==> src/rtl/lcd_char_render_pkg.sv <==
// Shared constants, types and elaboration helpers for the multi-window character renderer.
package lcd_char_pkg;
    localparam int LCD_CHAR_LAT = 3;

    localparam logic [15:0] RGB_WHITE = 16'hFFFF;
    localparam logic [15:0] RGB_BLACK = 16'h0000;
    localparam logic [15:0] RGB_RED   = 16'hF800;
    localparam logic [15:0] RGB_BLUE  = 16'h001F;

    typedef struct packed {
        logic [15:0] fg;
        logic [15:0] bg;
    } colour_pair_t;

    localparam colour_pair_t COL_RESET = '{fg: RGB_WHITE, bg: RGB_BLACK};

    function automatic int clog2(input int v);
        int r;
        r = 0;
        while ((1 << r) < v) r++;
        return r;
    endfunction

    function automatic bit is_pow2(input int v);
        return (v > 0) && ((v & (v - 1)) == 0);
    endfunction
endpackage

==> src/rtl/lcd_char_render_if.sv <==
// Configuration and character-RAM write bus driven by the host side of the renderer.
interface lcd_char_render_if #(
    parameter int COORD_W = 11,
    parameter int WIN_W   = 1,
    parameter int IDX_W   = 3
);
    import lcd_char_pkg::*;

    logic               cfg_we;
    logic [WIN_W-1:0]   cfg_win;
    logic               cfg_en;
    logic [COORD_W-1:0] cfg_x;
    logic [COORD_W-1:0] cfg_y;
    logic [15:0]        cfg_fg;
    logic [15:0]        cfg_bg;

    logic               str_we;
    logic [WIN_W-1:0]   str_win;
    logic [IDX_W-1:0]   str_idx;
    logic [7:0]         str_code;

    modport master (
        output cfg_we, cfg_win, cfg_en, cfg_x, cfg_y, cfg_fg, cfg_bg,
        output str_we, str_win, str_idx, str_code
    );

    modport slave (
        input cfg_we, cfg_win, cfg_en, cfg_x, cfg_y, cfg_fg, cfg_bg,
        input str_we, str_win, str_idx, str_code
    );
endinterface

==> src/rtl/lcd_char_render_win_hit.sv <==
// One text window: shadow/active config registers, extent test and glyph-relative offsets.
module lcd_char_win_hit
    import lcd_char_pkg::*;
#(
    parameter int COORD_W   = 11,
    parameter int CHAR_W    = 16,
    parameter int CHAR_H    = 32,
    parameter int NUM_CHARS = 8,
    parameter int OFF_W     = clog2(NUM_CHARS * CHAR_W),
    parameter int ROW_W     = clog2(CHAR_H)
) (
    input  logic               clk,
    input  logic               rst_n,
    input  logic               frame_start,
    input  logic               cfg_we,
    input  logic               cfg_en,
    input  logic [COORD_W-1:0] cfg_x,
    input  logic [COORD_W-1:0] cfg_y,
    input  colour_pair_t       cfg_col,
    input  logic [COORD_W-1:0] pix_x,
    input  logic [COORD_W-1:0] pix_y,
    output logic               hit,
    output logic [OFF_W-1:0]   off_x,
    output logic [ROW_W-1:0]   row,
    output colour_pair_t       col
);
    localparam logic [COORD_W:0] SPAN_X = (COORD_W+1)'(NUM_CHARS * CHAR_W);
    localparam logic [COORD_W:0] SPAN_Y = (COORD_W+1)'(CHAR_H);

    logic               sh_en_q, sh_en_d, act_en_q, act_en_d;
    logic [COORD_W-1:0] sh_x_q, sh_x_d, sh_y_q, sh_y_d;
    logic [COORD_W-1:0] act_x_q, act_x_d, act_y_q, act_y_d;
    colour_pair_t       sh_col_q, sh_col_d, act_col_q, act_col_d;

    logic [COORD_W:0] px, py, x_lo, y_lo;

    // Active copy samples the shadow before any same-cycle write lands in it.
    always_comb begin
        sh_en_d   = sh_en_q;
        sh_x_d    = sh_x_q;
        sh_y_d    = sh_y_q;
        sh_col_d  = sh_col_q;
        act_en_d  = act_en_q;
        act_x_d   = act_x_q;
        act_y_d   = act_y_q;
        act_col_d = act_col_q;
        if (cfg_we) begin
            sh_en_d  = cfg_en;
            sh_x_d   = cfg_x;
            sh_y_d   = cfg_y;
            sh_col_d = cfg_col;
        end
        if (frame_start) begin
            act_en_d  = sh_en_q;
            act_x_d   = sh_x_q;
            act_y_d   = sh_y_q;
            act_col_d = sh_col_q;
        end
    end

    always_ff @(posedge clk or negedge rst_n) begin
        if (!rst_n) begin
            sh_en_q   <= 1'b0;
            sh_x_q    <= '0;
            sh_y_q    <= '0;
            sh_col_q  <= COL_RESET;
            act_en_q  <= 1'b0;
            act_x_q   <= '0;
            act_y_q   <= '0;
            act_col_q <= COL_RESET;
        end else begin
            sh_en_q   <= sh_en_d;
            sh_x_q    <= sh_x_d;
            sh_y_q    <= sh_y_d;
            sh_col_q  <= sh_col_d;
            act_en_q  <= act_en_d;
            act_x_q   <= act_x_d;
            act_y_q   <= act_y_d;
            act_col_q <= act_col_d;
        end
    end

    // One extra bit keeps a window near the far edge from wrapping onto column/row 0.
    assign px   = {1'b0, pix_x};
    assign py   = {1'b0, pix_y};
    assign x_lo = {1'b0, act_x_q};
    assign y_lo = {1'b0, act_y_q};

    assign hit = act_en_q
              && (px >= x_lo) && (px < x_lo + SPAN_X)
              && (py >= y_lo) && (py < y_lo + SPAN_Y);

    assign off_x = pix_x[OFF_W-1:0] - act_x_q[OFF_W-1:0];
    assign row   = pix_y[ROW_W-1:0] - act_y_q[ROW_W-1:0];
    assign col   = act_col_q;
endmodule

==> src/rtl/lcd_char_render.sv <==
// Multi-window text overlay: priority-selects the hit window, looks up the glyph code
// and font row, and emits RGB565 a fixed three cycles after each pixel request.
module lcd_char_render
    import lcd_char_pkg::*;
#(
    parameter int          CHAR_W    = 16,
    parameter int          CHAR_H    = 32,
    parameter int          NUM_CHARS = 8,
    parameter int          NUM_WIN   = 2,
    parameter int          COORD_W   = 11,
    parameter logic [15:0] BG_COLOR  = 16'hFFFF
) (
    input  logic                         lcd_pclk,
    input  logic                         rst_n,
    input  logic                         pixel_req,
    input  logic [COORD_W-1:0]           pixel_xpos,
    input  logic [COORD_W-1:0]           pixel_ypos,
    lcd_char_render_if.slave             cfg_bus,
    output logic [8+clog2(CHAR_H)-1:0]   font_addr,
    input  logic [CHAR_W-1:0]            font_row,
    output logic [15:0]                  pixel_data
);
    localparam int WIN_W  = (NUM_WIN > 1) ? clog2(NUM_WIN) : 1;
    localparam int IDX_W  = clog2(NUM_CHARS);
    localparam int BIT_W  = clog2(CHAR_W);
    localparam int ROW_W  = clog2(CHAR_H);
    localparam int OFF_W  = IDX_W + BIT_W;
    localparam int ADDR_W = WIN_W + IDX_W;
    localparam int VLD_N  = LCD_CHAR_LAT - 1;

    if (!is_pow2(CHAR_W) || CHAR_W < 8 || CHAR_W > 32) begin : g_bad_char_w
        $error("lcd_char_render: CHAR_W must be a power of two in 8..32");
    end
    if (!is_pow2(CHAR_H) || !is_pow2(NUM_CHARS) || NUM_CHARS < 2) begin : g_bad_geom
        $error("lcd_char_render: CHAR_H and NUM_CHARS must be powers of two");
    end
    if (NUM_WIN < 1 || NUM_WIN > 8 || OFF_W > COORD_W) begin : g_bad_win
        $error("lcd_char_render: NUM_WIN out of range or window wider than coordinate");
    end

    logic frame_start;
    assign frame_start = pixel_req && (pixel_xpos == '0) && (pixel_ypos == '0);

    logic [NUM_WIN-1:0]            win_hit;
    logic [NUM_WIN-1:0][OFF_W-1:0] win_off;
    logic [NUM_WIN-1:0][ROW_W-1:0] win_row;
    colour_pair_t [NUM_WIN-1:0]    win_col;
    colour_pair_t                  cfg_col;

    assign cfg_col = '{fg: cfg_bus.cfg_fg, bg: cfg_bus.cfg_bg};

    for (genvar w = 0; w < NUM_WIN; w++) begin : g_win
        lcd_char_win_hit #(
            .COORD_W   (COORD_W),
            .CHAR_W    (CHAR_W),
            .CHAR_H    (CHAR_H),
            .NUM_CHARS (NUM_CHARS),
            .OFF_W     (OFF_W),
            .ROW_W     (ROW_W)
        ) u_hit (
            .clk         (lcd_pclk),
            .rst_n       (rst_n),
            .frame_start (frame_start),
            .cfg_we      (cfg_bus.cfg_we && (cfg_bus.cfg_win == WIN_W'(w))),
            .cfg_en      (cfg_bus.cfg_en),
            .cfg_x       (cfg_bus.cfg_x),
            .cfg_y       (cfg_bus.cfg_y),
            .cfg_col     (cfg_col),
            .pix_x       (pixel_xpos),
            .pix_y       (pixel_ypos),
            .hit         (win_hit[w]),
            .off_x       (win_off[w]),
            .row         (win_row[w]),
            .col         (win_col[w])
        );
    end

    // Descending scan so the lowest-index hit is the last assignment and wins.
    logic             any_hit;
    logic [WIN_W-1:0] sel;
    always_comb begin
        any_hit = 1'b0;
        sel     = '0;
        for (int w = NUM_WIN - 1; w >= 0; w--) begin
            if (win_hit[w]) begin
                any_hit = 1'b1;
                sel     = WIN_W'(w);
            end
        end
    end

    // Character RAM: no reset, read-before-write on address collision.
    logic [7:0]        char_ram [2**ADDR_W];
    logic [ADDR_W-1:0] rd_addr;
    assign rd_addr = {sel, win_off[sel][OFF_W-1:BIT_W]};

    always_ff @(posedge lcd_pclk) begin
        if (cfg_bus.str_we) char_ram[{cfg_bus.str_win, cfg_bus.str_idx}] <= cfg_bus.str_code;
    end

    logic [VLD_N-1:0] vld_q, vld_d;
    logic             hit1_q, hit1_d, hit2_q, hit2_d;
    logic [BIT_W-1:0] bit1_q, bit1_d, bit2_q, bit2_d;
    logic [ROW_W-1:0] row1_q, row1_d;
    logic [7:0]       code1_q, code1_d;
    colour_pair_t     col1_q, col1_d, col2_q, col2_d;
    logic [15:0]      pixel_q, pixel_d;

    always_comb begin
        vld_d   = {vld_q[VLD_N-2:0], pixel_req};
        hit1_d  = pixel_req && any_hit;
        bit1_d  = win_off[sel][BIT_W-1:0];
        row1_d  = win_row[sel];
        col1_d  = win_col[sel];
        code1_d = char_ram[rd_addr];
        hit2_d  = hit1_q;
        bit2_d  = bit1_q;
        col2_d  = col1_q;
        pixel_d = RGB_BLACK;
        // MSB of the font row is the leftmost pixel, so bit b sits at index ~b.
        if (vld_q[VLD_N-1]) begin
            if (!hit2_q)               pixel_d = BG_COLOR;
            else if (font_row[~bit2_q]) pixel_d = col2_q.fg;
            else                       pixel_d = col2_q.bg;
        end
    end

    always_ff @(posedge lcd_pclk or negedge rst_n) begin
        if (!rst_n) begin
            vld_q   <= '0;
            hit1_q  <= 1'b0;
            hit2_q  <= 1'b0;
            bit1_q  <= '0;
            bit2_q  <= '0;
            row1_q  <= '0;
            code1_q <= '0;
            col1_q  <= COL_RESET;
            col2_q  <= COL_RESET;
            pixel_q <= RGB_BLACK;
        end else begin
            vld_q   <= vld_d;
            hit1_q  <= hit1_d;
            hit2_q  <= hit2_d;
            bit1_q  <= bit1_d;
            bit2_q  <= bit2_d;
            row1_q  <= row1_d;
            code1_q <= code1_d;
            col1_q  <= col1_d;
            col2_q  <= col2_d;
            pixel_q <= pixel_d;
        end
    end

    assign font_addr  = {code1_q, row1_q};
    assign pixel_data = pixel_q;
endmodule

==> src/flat_wrapper.sv <==
// flat-port wrapper written by rule: the top's interface ports become plain ports
module lcd_char_render_flat import lcd_char_pkg::*;
#(
    parameter int          CHAR_W    = 16,
    parameter int          CHAR_H    = 32,
    parameter int          NUM_CHARS = 8,
    parameter int          NUM_WIN   = 2,
    parameter int          COORD_W   = 11,
    parameter logic [15:0] BG_COLOR  = 16'hFFFF
)
  (lcd_pclk, rst_n, pixel_req, pixel_xpos, pixel_ypos, font_addr, font_row, pixel_data, cfg_bus_cfg_we, cfg_bus_cfg_win, cfg_bus_cfg_en, cfg_bus_cfg_x, cfg_bus_cfg_y, cfg_bus_cfg_fg, cfg_bus_cfg_bg, cfg_bus_str_we, cfg_bus_str_win, cfg_bus_str_idx, cfg_bus_str_code);
  lcd_char_render_if #(.COORD_W(COORD_W), .WIN_W(1), .IDX_W(3)) cfg_bus_i ();
  input  logic lcd_pclk;
  input  logic rst_n;
  input  logic pixel_req;
  input  logic [COORD_W-1:0] pixel_xpos;
  input  logic [COORD_W-1:0] pixel_ypos;
  output logic [8+clog2(CHAR_H)-1:0] font_addr;
  input  logic [CHAR_W-1:0] font_row;
  output logic [15:0] pixel_data;
  input wire logic [$bits(cfg_bus_i.cfg_we)-1:0] cfg_bus_cfg_we;
  input wire logic [$bits(cfg_bus_i.cfg_win)-1:0] cfg_bus_cfg_win;
  input wire logic [$bits(cfg_bus_i.cfg_en)-1:0] cfg_bus_cfg_en;
  input wire logic [$bits(cfg_bus_i.cfg_x)-1:0] cfg_bus_cfg_x;
  input wire logic [$bits(cfg_bus_i.cfg_y)-1:0] cfg_bus_cfg_y;
  input wire logic [$bits(cfg_bus_i.cfg_fg)-1:0] cfg_bus_cfg_fg;
  input wire logic [$bits(cfg_bus_i.cfg_bg)-1:0] cfg_bus_cfg_bg;
  input wire logic [$bits(cfg_bus_i.str_we)-1:0] cfg_bus_str_we;
  input wire logic [$bits(cfg_bus_i.str_win)-1:0] cfg_bus_str_win;
  input wire logic [$bits(cfg_bus_i.str_idx)-1:0] cfg_bus_str_idx;
  input wire logic [$bits(cfg_bus_i.str_code)-1:0] cfg_bus_str_code;
  assign cfg_bus_i.cfg_we = cfg_bus_cfg_we;
  assign cfg_bus_i.cfg_win = cfg_bus_cfg_win;
  assign cfg_bus_i.cfg_en = cfg_bus_cfg_en;
  assign cfg_bus_i.cfg_x = cfg_bus_cfg_x;
  assign cfg_bus_i.cfg_y = cfg_bus_cfg_y;
  assign cfg_bus_i.cfg_fg = cfg_bus_cfg_fg;
  assign cfg_bus_i.cfg_bg = cfg_bus_cfg_bg;
  assign cfg_bus_i.str_we = cfg_bus_str_we;
  assign cfg_bus_i.str_win = cfg_bus_str_win;
  assign cfg_bus_i.str_idx = cfg_bus_str_idx;
  assign cfg_bus_i.str_code = cfg_bus_str_code;
  lcd_char_render #(.CHAR_W(CHAR_W), .CHAR_H(CHAR_H), .NUM_CHARS(NUM_CHARS), .NUM_WIN(NUM_WIN), .COORD_W(COORD_W), .BG_COLOR(BG_COLOR)) u_core (.lcd_pclk(lcd_pclk), .rst_n(rst_n), .pixel_req(pixel_req), .pixel_xpos(pixel_xpos), .pixel_ypos(pixel_ypos), .cfg_bus(cfg_bus_i), .font_addr(font_addr), .font_row(font_row), .pixel_data(pixel_data));
endmodule
==> config.mk <==
export PLATFORM = sky130hd
export DESIGN_NAME = lcd_char_render_flat
export DESIGN_NICKNAME = d
export VERILOG_FILES = /design/src/rtl/lcd_char_render_pkg.sv /design/src/rtl/lcd_char_render_if.sv /design/src/rtl/lcd_char_render_win_hit.sv /design/src/rtl/lcd_char_render.sv /design/src/flat_wrapper.sv
export SDC_FILE = /design/constraint.sdc
export NUM_CORES = 1
export LEC_CHECK = 0
export ABC_AREA = 0
export BUFFER_PORTS_ARGS = -buffer_cell sky130_fd_sc_hd__buf_4
export CORE_UTILIZATION = 37
export CTS_CLUSTER_SIZE = 8
export DETAILED_ROUTE_END_ITERATION = 8
export PLACE_DENSITY = 0.57
export SYNTH_ARGS = -nofsm -noshare
export SYNTH_HDL_FRONTEND = slang
export SYNTH_SLANG_ARGS = --single-unit
==> constraint.sdc <==
create_clock -name lcd_pclk -period 7.1 [get_ports lcd_pclk]
set_input_delay 0.355 -clock lcd_pclk [delete_from_list [all_inputs] [get_ports lcd_pclk]]
set_output_delay 0.355 -clock lcd_pclk [all_outputs]
set_load 0.02 [all_outputs]
==> run_results.csv <==
group,metric,value,unit
critical_path,crit_required,7.52,ns
sta,setup_viol,0,
clocking,cts_resized,0,
floorplanning,core-area,0.0503,sq mm
placement,place_area,0.0208,sq mm
global_routing,grt_start_max_net_pins,158,
critical_path,reg2regPathDepth,21,
cells_and_area,stdcell_area,0.0231,sq mm
yosys,syn_inst,1229,
power,p_comb_share,7.1,%
power,p_switching,1.40,mW
clocking,clk_path_buf_depth,3,
power,p_per_area,270,mW/mm^2
hold_path,hold_depth,2,
floorplanning,die_w,228,microns
yosys,yosysWarningCount,0,
critical_path,path_cells,"ha_1, and3_1, xnor2_1, ha_1, o21a_1, o21ai_0, or3_1, a31o_2, nand4b_1, o211ai_1, buf_4, nor2_1, a21oi_1, fa_1, a21o_1, a21oi_2, xnor2_2, buf_4, mux4_2, mux2i_1, mux2i_1",
clocking,tritoncts,"done",
power,power.total,6.25,mW
detailed_routing,ant_nets,0,
placement,place.gp.congestion,0.792,
yosys,synth_edf_count,128,
sta,tns,0,ns
global_routing,grt_overflow,0,
critical_path,endpoint,"u_core.code1_q[1]$_DFF_PN0_",
placement,port_buffers,139,
flow_run,maxCapViolCount,0,
clocking,clk_pin_slew,0.06,ns
floorplanning,pin_count,140,
sta,fin_crit,5.30,ns
critical_path,worstPathArrival,5.72,ns
cells_and_area,final_util,46.0,%
power,vdd_ir_drop_max,0.177,mV
critical_path,path_max_fanout,32,
placement,pre_cts_slack,1.77,ns
detailed_routing,routed_wl,40.9,mm
floorplanning,start_util,37.6,%
sta,slew_headroom,25.0,%
outcome,status,"completed",
cells_and_area,fillerInstances,4501,
detailed_routing,drt-initial-drc-count,584,
sta,fin_worst_skew,0.0217,ns
critical_path,criticalPathCategory,"flip-flop to flip-flop",
critical_path,r2r_slack,1.80,ns
critical_path,crit_start,"u_core.g_win[0].u_hit.act_y_q[5]$_DFFE_PN0P_",
floorplanning,dieHeight,228,microns
yosys,ys_ff_latch,453,
critical_path,cpMaxStageDelayCell,"mux4_2",
power,clkPwrFrac,46.6,%
critical_path,r2r-start,"u_core.g_win[0].u_hit.act_y_q[5]$_DFFE_PN0P_",
floorplanning,die_area,0.0519,sq mm
global_routing,grt_use_total,16.4,%
clocking,cts.sinks,453,
sta,timing_hold_violations_final,0,
placement,hpwl,25.1,mm
cells_and_area,most-common-layout-cells,"229 x dfrtp_1, 214 x mux2_2, 147 x buf_4, 128 x edfxtp_1, 96 x dfstp_2",
clocking,cts_made_buffers,66,
sta,drv_slew,0,
detailed_routing,dr.pass1.iters,4,
cells_and_area,final_common_cell,"dfrtp_1",
sta,rsz0062_at_grt,"false",
detailed_routing,drc,0,
sta,fmax,0.189,GHz
sta,fin_ws,1.80,ns
detailed_routing,num_vias,10600,
detailed_routing,vias_per_cell,4.90,
clocking,cts-root-buf,"clkbuf_16",
power,netSwitchingFraction,22.4,%
yosys,ys_dominant_reg_cell,"dfrtp_1",
sta,period_share,74.7,%
critical_path,critPathMaxStageDelay,0.57,ns
clocking,clk_latency,0.58,ns
critical_path,worstSetupStartpointType,"flip-flop",
detailed_routing,wl_per_cell,18.9,microns
yosys,syn-num-nets,1420,
yosys,ys_seq_area_share,64.1,%
power,leakage,9.94,nW
sta,tightest_slew,1.12,ns
critical_path,critPathCaptureType,"flip-flop",
clocking,htree_levels,3,
yosys,synth_cell_types,48,
power,p_seq_share,46.4,%
yosys,synth-async-reset-ratio,71.7,%
hold_path,hold_class,"primary input to flip-flop",
global_routing,grt_pass1_vias,11600,
yosys,synth.avg_cell_area,15.4,sq um
cells_and_area,syn2layout_area_growth,22.4,%
power,internal_power,4.85,mW
cells_and_area,n_antenna_cell,0,
floorplanning,fp-row-count,82,
yosys,syn-cell-area,0.0189,sq mm
cells_and_area,nets,1636,
cells_and_area,drive_gt1_share,39.1,%
global_routing,antenna_found_initial,0,
global_routing,grt_pass1_wl,65.7,mm
critical_path,r2r_end,"u_core.code1_q[1]$_DFF_PN0_",
-- registers in the layout (all words and copies together) (netlist names) --
register                     flops
u_core.bit2_q                    4
u_core.g_win.u_hit.col          64
u_core.row1_q                    5
u_core.g_win.u_hit.act_en_q      2
u_core.g_win.u_hit.act_x_q      22
u_core.char_ram                128
u_core.hit2_q                    1
u_core.col2_q                   32
u_core.hit1_q                    1
u_core.bit1_q                    4
u_core.g_win.u_hit.act_y_q      22
u_core.g_win.u_hit.sh_en_q       2
u_core.pixel_data               16
u_core.code1_q                   8
u_core.col1_q                   32
u_core.vld_q                     2
u_core.g_win.u_hit.sh_x_q       22
u_core.g_win.u_hit.sh_y_q       22
u_core.g_win.u_hit.sh_col_q     64
-- per-stage QoR --
step	hold slack, ns	instances
global route	0.00314	2167
floorplan	0.0594	1229
detailed placement	0.336	2008
CTS	0.000120	2167
finish	0.0422	2167
global placement	0.333	2008
-- cell usage after synthesis (2+ instances only) --
cell type,n,area (sq um)
a211oi_1,2,15.0
buf_2,9,45.0
and3_1,6,37.5
nor4_1,6,37.5
o211ai_1,3,22.5
xor2_1,4,35.0
nor3_1,8,40.0
fa_1,2,40.0
a21boi_0,17,128
a31oi_1,3,18.8
o21ai_0,55,275
a21oi_2,2,17.5
mux2i_1,41,410
nand3b_1,4,30.0
mux2_2,214,2410
edfxtp_1,128,3840
a21oi_1,31,155
dfstp_2,96,2520
dfrtp_1,229,5730
o221ai_1,2,17.5
nor2_1,27,101
inv_1,56,210
nor2b_1,8,50.1
nand3_1,16,80.1
nand2_1,51,191
nand2b_1,4,25.0
mux4_2,37,833
o21bai_1,4,30.0
ha_1,78,976
xnor2_1,18,158
a21o_1,13,97.6
nand4_1,4,25.0
a221o_1,2,20.0
o21a_1,3,22.5
clkbuf_1,33,124
-- critical path, delay by kind of cell (launching register included) --
family	cells	cell delay (ns)
flops	1	0.42
buf+inv	2	0.82
simple gates	4	0.77
compound gates	7	1.02
fa+ha+maj	3	0.97
mux	3	0.85
xor+xnor	2	0.25
-- what timing repair did --
action,CTS,global route
setup buffers,0,0
setup endpoints to repair,0,0
hold buffers,41,0
endpoints found under the hold margin,163,0
-- power groups by stage --
| stage | Sequential [mW] | Combinational, mW | Clock [mW] |
|---|---|---|---|
| 3_5_place_dp | 2.94 | 0.434 | 0 |
| 4_1_cts | 2.90 | 0.453 | 3.00 |
| 5_1_grt | 2.91 | 0.484 | 3.11 |
| 6_report | 2.90 | 0.442 | 2.91 |
| 3_3_place_gp | 2.94 | 0.422 | 0 |
| 2_1_floorplan | 2.93 | 0.226 | 0 |
-- worst min-delay path by stage --
stage / startpoint / end / slack (ns)
finish: cfg_bus_cfg_x[4] / u_core.g_win[1].u_hit.sh_x_q[4]$_DFFE_PN0P_ / 0.04
global route: cfg_bus_cfg_bg[7] / u_core.g_win[0].u_hit.sh_col_q[7]$_DFFE_PN0P_ / 0.003
CTS: cfg_bus_cfg_y[0] / u_core.g_win[1].u_hit.sh_y_q[0]$_DFFE_PN0P_ / 0.0001
detailed placement: u_core.hit1_q$_DFF_PN0_ / u_core.hit2_q$_DFF_PN0_ / 0.34
global placement: u_core.col1_q[10]$_DFF_PN0_ / u_core.col2_q[10]$_DFF_PN0_ / 0.33
floorplan: rst_n / u_core.bit1_q[0]$_DFF_PN0_ / 0.06
-- routing by layer --
| layer | vias up | track usage (%) | part of all wire [%] | wire length, microns |
|---|---|---|---|---|
| met1 | 5438 | 21.4 | 46 | 18700 |
| li1 | 4924 | - | - | - |
| met4 | 0 | 5.35 | 2.2 | 909 |
| met5 | - | 0 | 0 | 0 |
| met2 | 179 | 27.0 | 48 | 19700 |
| met3 | 69 | 3.61 | 3.9 | 1590 |
-- kinds of logic after synthesis --
family | after synthesis | share of synthesized area [%]
buf+inv | 99 | 2.03
fa+ha+maj | 80 | 5.38
flops | 453 | 64.1
mux | 292 | 19.3
compound gates | 143 | 4.61
simple gates | 140 | 3.55
xor+xnor | 22 | 1.02
-- cell type report --
cell class              count  area [sq um]  share of cell area (%)
flip-flops and latches    453         12100                    52.4
multi-input cells         677          6450                    27.9
clock buffers             112          1870                    8.08
repair buffers            191          1570                    6.79
well taps                 672           841                    3.64
inverters                  56           210                   0.910
clock inverters             6          67.6                   0.292
Power figures use the tool's default switching activity.
